===== config.mk =====
export PLATFORM = sky130hd
export DESIGN_NAME = pipe_hazard_ctrl
export DESIGN_NICKNAME = d
export VERILOG_FILES = /design/src/rtl/pipe_hazard_ctrl.sv
export SDC_FILE = /design/constraint.sdc
export NUM_CORES = 1
export LEC_CHECK = 0
export BUFFER_PORTS_ARGS = -buffer_cell sky130_fd_sc_hd__buf_2
export CELL_PAD_IN_SITES_DETAIL_PLACEMENT = 1
export CELL_PAD_IN_SITES_GLOBAL_PLACEMENT = 1
export CORE_MARGIN = 4
export CORE_UTILIZATION = 32
export DETAILED_ROUTE_END_ITERATION = 10
export HOLD_SLACK_MARGIN = 0.12
export PLACE_DENSITY = 0.7
export SYNTH_ARGS = -nofsm -noshare
export SYNTH_HDL_FRONTEND = slang
export SYNTH_SLANG_ARGS = --single-unit

===== constraint.sdc =====
create_clock -name clk -period 5.2 [get_ports clk]
set_input_delay 0.26 -clock clk [delete_from_list [all_inputs] [get_ports clk]]
set_output_delay 0.26 -clock clk [all_outputs]
set_load 0.03 [all_outputs]

===== src/rtl/pipe_hazard_ctrl.sv =====
// -----------------------------------------------------------------------------
// pipe_hazard_ctrl
//
// Hazard and forwarding controller for the decode -> ALU -> MEM -> WB core.
// A shadow pipeline records the destination register of every instruction that
// left decode during the last PIPE_DEPTH cycles. Decode source registers are
// compared against it to produce:
//   * forwarding selects (youngest producer wins),
//   * a one-cycle load-use stall when the producer is a load still in ALU,
//   * a FLUSH_CYCLES-long flush window after every taken jump.
// Saturating event counters expose stall and flush activity for debug.
//
// Ports
//   clk          in   rising-edge clock
//   resetIn      in   asynchronous, active-high reset
//   decValid     in   decode stage holds a real instruction
//   decRs1/2     in   source registers of the decoded instruction
//   decRd        in   destination register of the decoded instruction
//   decRegWrite  in   decoded instruction writes the register file
//   decIsLoad    in   decoded instruction is a load
//   jumpTaken    in   ALU resolved a taken jump/branch this cycle
//   stall        out  hold PC and IF_ID, insert a bubble into ALU
//   flush        out  squash IF_ID and the decoded instruction
//   fwdSel1/2    out  0 = register file, k = result of shadow entry k-1
//   stallCount   out  saturating count of stall cycles
//   flushCount   out  saturating count of flush cycles
// -----------------------------------------------------------------------------
module pipe_hazard_ctrl #(
  parameter int  REG_ADDR_W   = 5,
  parameter int  PIPE_DEPTH   = 3,
  parameter int  FLUSH_CYCLES = 2,
  parameter int  CNT_W        = 16,
  localparam int FWD_W        = $clog2(PIPE_DEPTH + 1)
) (
  input  logic                  clk,
  input  logic                  resetIn,
  input  logic                  decValid,
  input  logic [REG_ADDR_W-1:0] decRs1,
  input  logic [REG_ADDR_W-1:0] decRs2,
  input  logic [REG_ADDR_W-1:0] decRd,
  input  logic                  decRegWrite,
  input  logic                  decIsLoad,
  input  logic                  jumpTaken,
  output logic                  stall,
  output logic                  flush,
  output logic [FWD_W-1:0]      fwdSel1,
  output logic [FWD_W-1:0]      fwdSel2,
  output logic [CNT_W-1:0]      stallCount,
  output logic [CNT_W-1:0]      flushCount
);

  localparam logic [3:0] FLUSH_RELOAD = 4'(FLUSH_CYCLES - 1);

  // One in-flight instruction as seen by the hazard logic.
  typedef struct packed {
    logic                  valid;
    logic [REG_ADDR_W-1:0] rd;
    logic                  reg_write;
  } entry_t;

  // Entry 0 = ALU, 1 = MEM, 2 = WB, ...
  entry_t shadow_q [PIPE_DEPTH];
  entry_t shadow_d [PIPE_DEPTH];

  // The load flag only matters while the load sits in ALU (entry 0); from MEM
  // onward its data is forwardable like any other result, so older entries
  // do not carry it.
  logic load0_q, load0_d;

  logic [3:0]       flush_rem_q, flush_rem_d;
  logic [CNT_W-1:0] stall_evt_q, stall_evt_d;
  logic [CNT_W-1:0] flush_evt_q, flush_evt_d;

  logic [PIPE_DEPTH-1:0] hit1, hit2;

  // An entry is a hazard source for rs when it will write rs; x0 never is.
  function automatic logic entry_hit(input entry_t e, input logic [REG_ADDR_W-1:0] rs);
    return e.valid && e.reg_write && (e.rd == rs) && (rs != '0);
  endfunction

  // Youngest matching entry wins. A load still in ALU has no result yet, so it
  // yields the register file select and the stall covers that cycle.
  function automatic logic [FWD_W-1:0] pick_src(input logic [PIPE_DEPTH-1:0] hit,
                                                input logic                  load0);
    logic [FWD_W-1:0] sel;
    sel = '0;
    for (int k = PIPE_DEPTH - 1; k >= 0; k--) begin
      if (hit[k]) sel = FWD_W'(k + 1);
    end
    if (hit[0] && load0) sel = '0;
    return sel;
  endfunction

  // ---------------------------------------------------------------------------
  // Hazard detection
  // ---------------------------------------------------------------------------
  always_comb begin
    // NOTE: every output of a combinational block gets a default first so no
    // path leaves it unassigned and no latch is inferred.
    hit1 = '0;
    hit2 = '0;
    for (int k = 0; k < PIPE_DEPTH; k++) begin
      hit1[k] = entry_hit(shadow_q[k], decRs1);
      hit2[k] = entry_hit(shadow_q[k], decRs2);
    end
  end

  // Flush is live on the jump cycle itself and while the window counter runs.
  assign flush = jumpTaken || (flush_rem_q != 4'd0);

  // Flush squashes the consumer anyway, so it overrides the stall.
  assign stall = decValid && !flush && load0_q && (hit1[0] || hit2[0]);

  always_comb begin
    fwdSel1 = '0;
    fwdSel2 = '0;
    if (decValid) begin
      fwdSel1 = pick_src(hit1, load0_q);
      fwdSel2 = pick_src(hit2, load0_q);
    end
  end

  // ---------------------------------------------------------------------------
  // Next state
  // ---------------------------------------------------------------------------
  always_comb begin
    // Decoded instruction enters ALU only if it is neither stalled nor flushed.
    shadow_d[0].valid     = decValid && !stall && !flush;
    shadow_d[0].rd        = decRd;
    shadow_d[0].reg_write = decRegWrite;
    load0_d               = decIsLoad;
    for (int k = 1; k < PIPE_DEPTH; k++) begin
      shadow_d[k] = shadow_q[k-1];
    end

    // A jump during an active window reloads it, extending the flush.
    flush_rem_d = flush_rem_q;
    if (jumpTaken) begin
      flush_rem_d = FLUSH_RELOAD;
    end else if (flush_rem_q != 4'd0) begin
      flush_rem_d = flush_rem_q - 4'd1;
    end

    stall_evt_d = stall_evt_q;
    if (stall && (stall_evt_q != '1)) stall_evt_d = stall_evt_q + CNT_W'(1);

    flush_evt_d = flush_evt_q;
    if (flush && (flush_evt_q != '1)) flush_evt_d = flush_evt_q + CNT_W'(1);
  end

  // ---------------------------------------------------------------------------
  // State registers
  // ---------------------------------------------------------------------------
  always_ff @(posedge clk or posedge resetIn) begin
    if (resetIn) begin
      // NOTE: the shadow array is a handful of flops whose valid bits define
      // correctness, so it is reset like any other state, not left as memory.
      for (int k = 0; k < PIPE_DEPTH; k++) begin
        shadow_q[k] <= '0;
      end
      load0_q     <= 1'b0;
      flush_rem_q <= 4'd0;
      stall_evt_q <= '0;
      flush_evt_q <= '0;
    end else begin
      // NOTE: non-blocking assignments so every register samples pre-edge
      // values, independent of statement order.
      for (int k = 0; k < PIPE_DEPTH; k++) begin
        shadow_q[k] <= shadow_d[k];
      end
      load0_q     <= load0_d;
      flush_rem_q <= flush_rem_d;
      stall_evt_q <= stall_evt_d;
      flush_evt_q <= flush_evt_d;
    end
  end

  assign stallCount = stall_evt_q;
  assign flushCount = flush_evt_q;

endmodule


==> results of run 1 <==
## power groups by stage
| stage | combinational (mW) | clock (mW) | sequential, mW |
|---|---|---|---|
| finish | 0.264 | 0.406 | 0.564 |
| global route | 0.292 | 0.442 | 0.575 |
| CTS | 0.270 | 0.422 | 0.564 |
| detailed placement | 0.266 | 0 | 0.570 |
| global placement | 0.256 | 0 | 0.569 |
| floorplan | 0.125 | 0 | 0.618 |
## cell usage after synthesis, types with 4 or more instances
library cell  instances  area (sq um)
a21oi_1               4          20.0
nand2_1              19          71.3
xnor2_1              45           394
or3_1                 5          31.3
nor2_1               19          71.3
nand4_1              11          68.8
nand3_1              18          90.1
dfrtp_1              58          1450
xor2_1               13           114
inv_1                11          41.3
nor3_1               10          50.1
## worst paths after layout
kind / endpoint / cells after the start / slack [ns] / start
max in group asynchronous: shadow_d[6]$_DFF_PP0_ / 3 / 4.56 / resetIn
max reg2reg: stallCount[5]$_DFFE_PP0P_ / 6 / 2.63 / shadow_d[8]$_DFF_PP0_
min in group clk: flush_rem_q[3]$_DFFE_PP0P_ / 2 / 0.15 / jumpTaken
min: flushCount[0]$_DFFE_PP0P_ / 3 / 0.14 / resetIn
max: stallCount[5]$_DFFE_PP0P_ / 6 / 2.63 / shadow_d[8]$_DFF_PP0_
min reg2reg: shadow_d[1]$_DFF_PP0_ / 0 / 0.41 / shadow_d[8]$_DFF_PP0_
## per-stage QoR
stage	setup slack, ns	cell area [sq um]
after floorplan	2.81	2760
after global placement	2.63	3180
after detailed placement	2.57	3180
after CTS	2.61	3440
after global routing	2.45	3440
final	2.63	3440
## worst reg2reg max path, cell delays in order (launching register included)
cell and delay (ns):
dfrtp_1 0.37, inv_1 0.06, a221o_1 0.30, or4_1 0.65
a2111o_1 0.69, nor3_4 0.26, xor2_1 0.17
## logic make-up after synthesis
| kind of cell | count (synthesis) |
|---|---|
| and+or+nand+nor | 101 |
| muxes | 1 |
| DFF | 58 |
| AOI/OAI and AO/OA | 15 |
| buffers and inverters | 14 |
| xor gates and xnor gates | 58 |
| adders and majority gates | 3 |
## flip-flops by register name, indices dropped and copies added (netlist names)
signal	count
load0_q	1
flushCount	16
stallCount	16
shadow_q	7
flush_rem_q	4
shadow_d	14
## placed cells by master (no fill, tap or decap), types with 2 or more instances in the layout
cell type,synthesis,layout
or4_1,3,3
clkinv_2,0,2
nand3b_1,2,2
and3_1,3,3
dlygate4sd3_1,0,7
nand3_1,18,18
inv_1,11,10
inv_2,1,2
nor3_1,10,10
o211a_1,2,2
nor2_1,19,19
dfrtp_1,58,58
nand4_1,11,11
buf_2,1,58
clkbuf_8,0,11
a21oi_1,4,4
nor4b_1,2,2
xor2_1,13,13
ha_1,3,3
xnor2_1,45,45
or3_1,5,5
o21a_1,2,2
nand2_1,19,19
nor3_2,3,3
buf_4,0,2
## layout make-up
cell class | count | area (sq um) | share of cell area [%]
clock buffers | 11 | 151 | 4.40
clock inverters | 3 | 40.0 | 1.16
inverters | 12 | 45.0 | 1.31
multi-input cells | 178 | 1250 | 36.2
flip-flops and latches | 58 | 1450 | 42.2
well taps | 105 | 131 | 3.82
repair buffers | 67 | 375 | 10.9
## layer usage
layer / global-route usage [%] / vias up / share of wire, %
li1: - / 1013 / -
met1: 17.6 / 1041 / 45
met2: 23.3 / 42 / 50
met3: 2.63 / 10 / 3.7
met4: 5.91 / 0 / 1.5
met5: 0 / - / 0
==> impl_metrics.ini, run 1 <==
[routing]
drc = 0
first_pass_iters = 4
totalWireLength_microns = 6570
drtAntennaViolNets = 0
dr_total_vias = 2106
drtIter0Drc = 37
routedWlPerCell_microns = 15.1
vias_per_cell = 4.85

[clock_tree]
cts-htree-levels = 3
cts_buffers = 9
hold_buffers = 7
cts_tree = done
cts.repair.resized = 0
cts.sinks = 58
clkLatencyLatePin_ns = 0.32
post_cts_buffers = 0
cts_root_buf = clkbuf_8
cts.clk_slew.worst_paths_ns = 0.06
cts_max_path_buffers = 2

[synth]
yosys_warnings = 0
synthAdderAreaFrac_pct = 1.36
synth_edf_count = 0
async_reset_ff_share_pct = 100
synth-compound-area-share_pct = 4.94
syn_inst = 250
synth_top_family_by_area = simple AND/OR/NAND/NOR gates
ys_ff_latch = 58
synth.mux.area_fraction_pct = 0.408
yosysSeqAreaShare_pct = 52.6
syn_area_per_cell_sq_um = 11.0
syn_nets = 274
synth-main-ff-cell = dfrtp_1
synth_cell_type_count = 36
synthSimpleGateAreaFrac_pct = 20.0
synth_xor_xnor_area_share_pct = 18.4
synth_area_sq_mm = 0.00276

[hold_path]
worstHoldPathType = in -> async

[placed_design]
dp_hpwl_microns = 4930
dp.cells = 413
io_buffers = 58
gp_congestion = 0.816

[timing]
fin_crit_sh_pct = 49.4
period_minus_slack_ns = 2.57
tightestPinTransition_ns = 0.742
fmax_mhz = 389
slew_violations = 0
finalSetupTns_ns = 0
finalHoldViolCount = 0
relSlewSlack_pct = 50.6
setup_viol = 0
grt_setup_unrepaired = no
finClkSkew_ns = 0.00707
fin_hold_ws_ns = 0.142

[worst_setup_path]
crit_slowest_cell = a2111o_1
critPathMaxFanout = 10
worstSetupPathType = reg -> reg
cp-end-kind = flip-flop
critPathRequiredTime_ns = 5.44
cp-start-kind = flip-flop
slowest_delay_ns = 0.69
path_delay_family = compound AO/OA/AOI/OAI gates
cp_num_buf_inv = 1
crit_arrival_ns = 2.81
crit_chain = inv_1 > a221o_1 > or4_1 > a2111o_1 > nor3_4 > xor2_1

[floorplanning]
start_util_pct = 33.2
dieArea_sq_mm = 0.0102
die_x_microns = 101
io_pins = 59
die-height_microns = 101
core-area_sq_mm = 0.00830
rows = 33

[power_and_ir_drop]
ir_worst_vdd_v = 0.000233
p_switching_uw = 386
pwr-share-clk_pct = 32.9
finalPower_mw = 1.23
power_frac_comb_pct = 21.4
p_sw_share_pct = 31.3
p_seq_share_pct = 45.7
leakage_nw = 1.59
internal_power_uw = 848
p_per_area_mw_per_mm2 = 358

[finish]
fillers = 946
n_antenna_cell = 0
utilization_pct = 41.5
area_growth_pct = 24.7
drive_above_1_share_pct = 25.2
finalNonFillerCells = 434
nets = 350

[global_route]
overflow = 0
grt_pass1_wl_microns = 11200
grt_pass1_vias = 2305
grt.total_usage_pct = 14.0
antenna_found_initial = 0
grt_max_degree = 59

[status]
outcome = complete, no violations

[flow_run]
max-cap-violations = 0
Note: power is estimated with default switching activity, not from simulation.
==> inputs of run 2 (changes only) <==
- PLACE_DENSITY: 0.7 -> 0.72
- clock period: 5.2 -> 2.06 ns (I/O delays scaled with it)
==> impl_metrics.ini, run 2 (synthesis gave the netlist of run 1 again) <==
[status]
outcome = finished, violations left
failed_checks = negative setup slack

[finish]
area_growth_pct = 43.2
fillers = 915
mostFrequentLayoutCells = 56 x dfrtp_1, 53 x buf_2, 40 x xnor2_1, 26 x buf_4, 17 x nand3_1
nets = 385
n_antenna_cell = 0
final_area_sq_mm = 0.00395
utilization_pct = 47.6
layout_commonest_cell = dfrtp_1
drive_above_1_share_pct = 38.3

[floorplanning]
core-area_sq_mm = 0.00830
start_util_pct = 33.2
die_x_microns = 101
dieArea_sq_mm = 0.0102
io_pins = 59
rows = 33
die-height_microns = 101

[global_route]
overflow = 0
grt_pass1_wl_microns = 12300
grt.total_usage_pct = 15.7
grt_max_degree = 31
antenna_found_initial = 0
grt_pass1_vias = 2512

[placed_design]
dp_hpwl_microns = 5390
dpl_cell_area_sq_mm = 0.00340
gp_congestion = 0.777
io_buffers = 58

[worst_setup_path]
worstSetupPathType = reg -> reg
slowest_delay_ns = 0.52
rr_worst_depth = 6
critPathMaxFanout = 5
cp-start-kind = flip-flop
critPathRequiredTime_ns = 2.31
rr_endpoint = stallCount[8]$_DFFE_PP0P_
cp-end-kind = flip-flop
crit_chain = a221o_1 > or4_4 > a2111o_1 > buf_6 > nor4_4 > xor2_1
crit_slowest_cell = or4_4
r2r_slack_ns = -0.28
r2r-start = shadow_d[9]$_DFF_PP0_
crit_arrival_ns = 2.59

[clock_tree]
cts_root_buf = clkbuf_8
cts.sinks = 58
cts-htree-levels = 3
cts_tree = done
cts_buffers = 9
cts_max_path_buffers = 2
clkLatencyLatePin_ns = 0.33
cts.clk_slew.worst_paths_ns = 0.07

[power_and_ir_drop]
power_frac_comb_pct = 23.9
finalPower_mw = 3.27
p_switching_mw = 1.08
internal_power_mw = 2.19
leakage_nw = 1.88
pwr-share-clk_pct = 32.9
p_seq_share_pct = 43.2
ir_worst_vdd_v = 0.000831
p_sw_share_pct = 33.0
p_per_area_mw_per_mm2 = 827

[hold_path]
min_path_cells = 3
hold_end = shadow_d[13]$_DFF_PP0_
hp-start = decValid
worstHoldPathType = in -> reg

[timing]
tightestPinTransition_ns = 0.667
fmax_mhz = 428
grt_setup_unrepaired = yes
period_minus_slack_ns = 2.34
relSlewSlack_pct = 55.5
setup_slack_ns = -0.276
slew_violations = 0
setup_viol = 21
finalHoldViolCount = 0
fin_hold_ws_ns = 0.302
fin_crit_sh_pct = 113
finClkSkew_ns = 0.00719

[routing]
drc = 0
routedWlPerCell_microns = 16.1
first_pass_iters = 4
vias_per_cell = 4.75
drtAntennaViolNets = 0
totalWireLength_microns = 7580
drtIter0Drc = 27
dr_total_vias = 2238

[flow_run]
max-cap-violations = 0
-- run 2: what timing repair did --
item                                    in CTS  in global routing
gates cloned                                 1                  0
setup buffers                                6                  1
pin swaps                                   16                 10
hold buffers                                 9                  0
gates resized for setup                     31                 17
endpoints found under the setup margin      21                 22
hold endpoints to repair                    38                  0
-- run 2: power groups by stage --
stage                     Clock (mW)  Sequential [mW]  Combinational, mW
after global routing            1.15             1.44              0.859
after CTS                       1.11             1.41              0.787
after global placement             0             1.43              0.725
final                           1.08             1.41              0.780
after floorplan                    0             1.56              0.325
after detailed placement           0             1.43              0.756
-- run 2: metal layers --
| layer | routed length (microns) | track usage (%) |
|---|---|---|
| met1 | 3210 | 19.0 |
| met2 | 3990 | 27.5 |
| met3 | 285 | 3.39 |
| met4 | 87 | 5.28 |
| met5 | 0 | 0 |
-- run 2: worst max-delay path by stage --
stage | startpoint | endpoint | slack, ns | cells past startpoint
global placement | shadow_d[11]$_DFF_PP0_ | stallCount[8]$_DFFE_PP0P_ | -0.14 | 7
global route | shadow_d[12]$_DFF_PP0_ | stallCount[9]$_DFFE_PP0P_ | -0.33 | 8
floorplan | shadow_d[8]$_DFF_PP0_ | stallCount[8]$_DFFE_PP0P_ | -0.06 | 8
finish | shadow_d[9]$_DFF_PP0_ | stallCount[8]$_DFFE_PP0P_ | -0.28 | 6
CTS | shadow_d[9]$_DFF_PP0_ | fwdSel2[0] | -0.21 | 6
detailed placement | shadow_d[11]$_DFF_PP0_ | stallCount[8]$_DFFE_PP0P_ | -0.24 | 7
-- run 2: layout make-up --
| class | instances | area [sq um] | share of cell area (%) |
|---|---|---|---|
| multi-input cells | 178 | 1400 | 35.4 |
| clock buffers | 10 | 138 | 3.48 |
| clock inverters | 6 | 66.3 | 1.68 |
| flip-flops and latches | 58 | 1450 | 36.8 |
| repair buffers | 102 | 717 | 18.1 |
| well taps | 105 | 131 | 3.32 |
| inverters | 12 | 45.0 | 1.14 |
-- run 2: worst max-delay path, delay by kind of cell (launching register included) --
family / cells / cell delay (ns)
and+or+nand+nor: 2 / 0.66
AOI/OAI and AO/OA: 2 / 0.83
DFF: 1 / 0.39
xor gates and xnor gates: 1 / 0.18
buffers and inverters: 1 / 0.19
-- run 2: stage by stage --
stage / setup WS, ns / instances / setup TNS (ns)
2_1_floorplan: -0.0648 / 250 / -0.349
3_3_place_gp: -0.143 / 438 / -1.22
3_5_place_dp: -0.238 / 438 / -2.39
4_1_cts: -0.215 / 470 / -3.05
5_1_grt: -0.332 / 471 / -5.33
6_report: -0.276 / 471 / -3.73
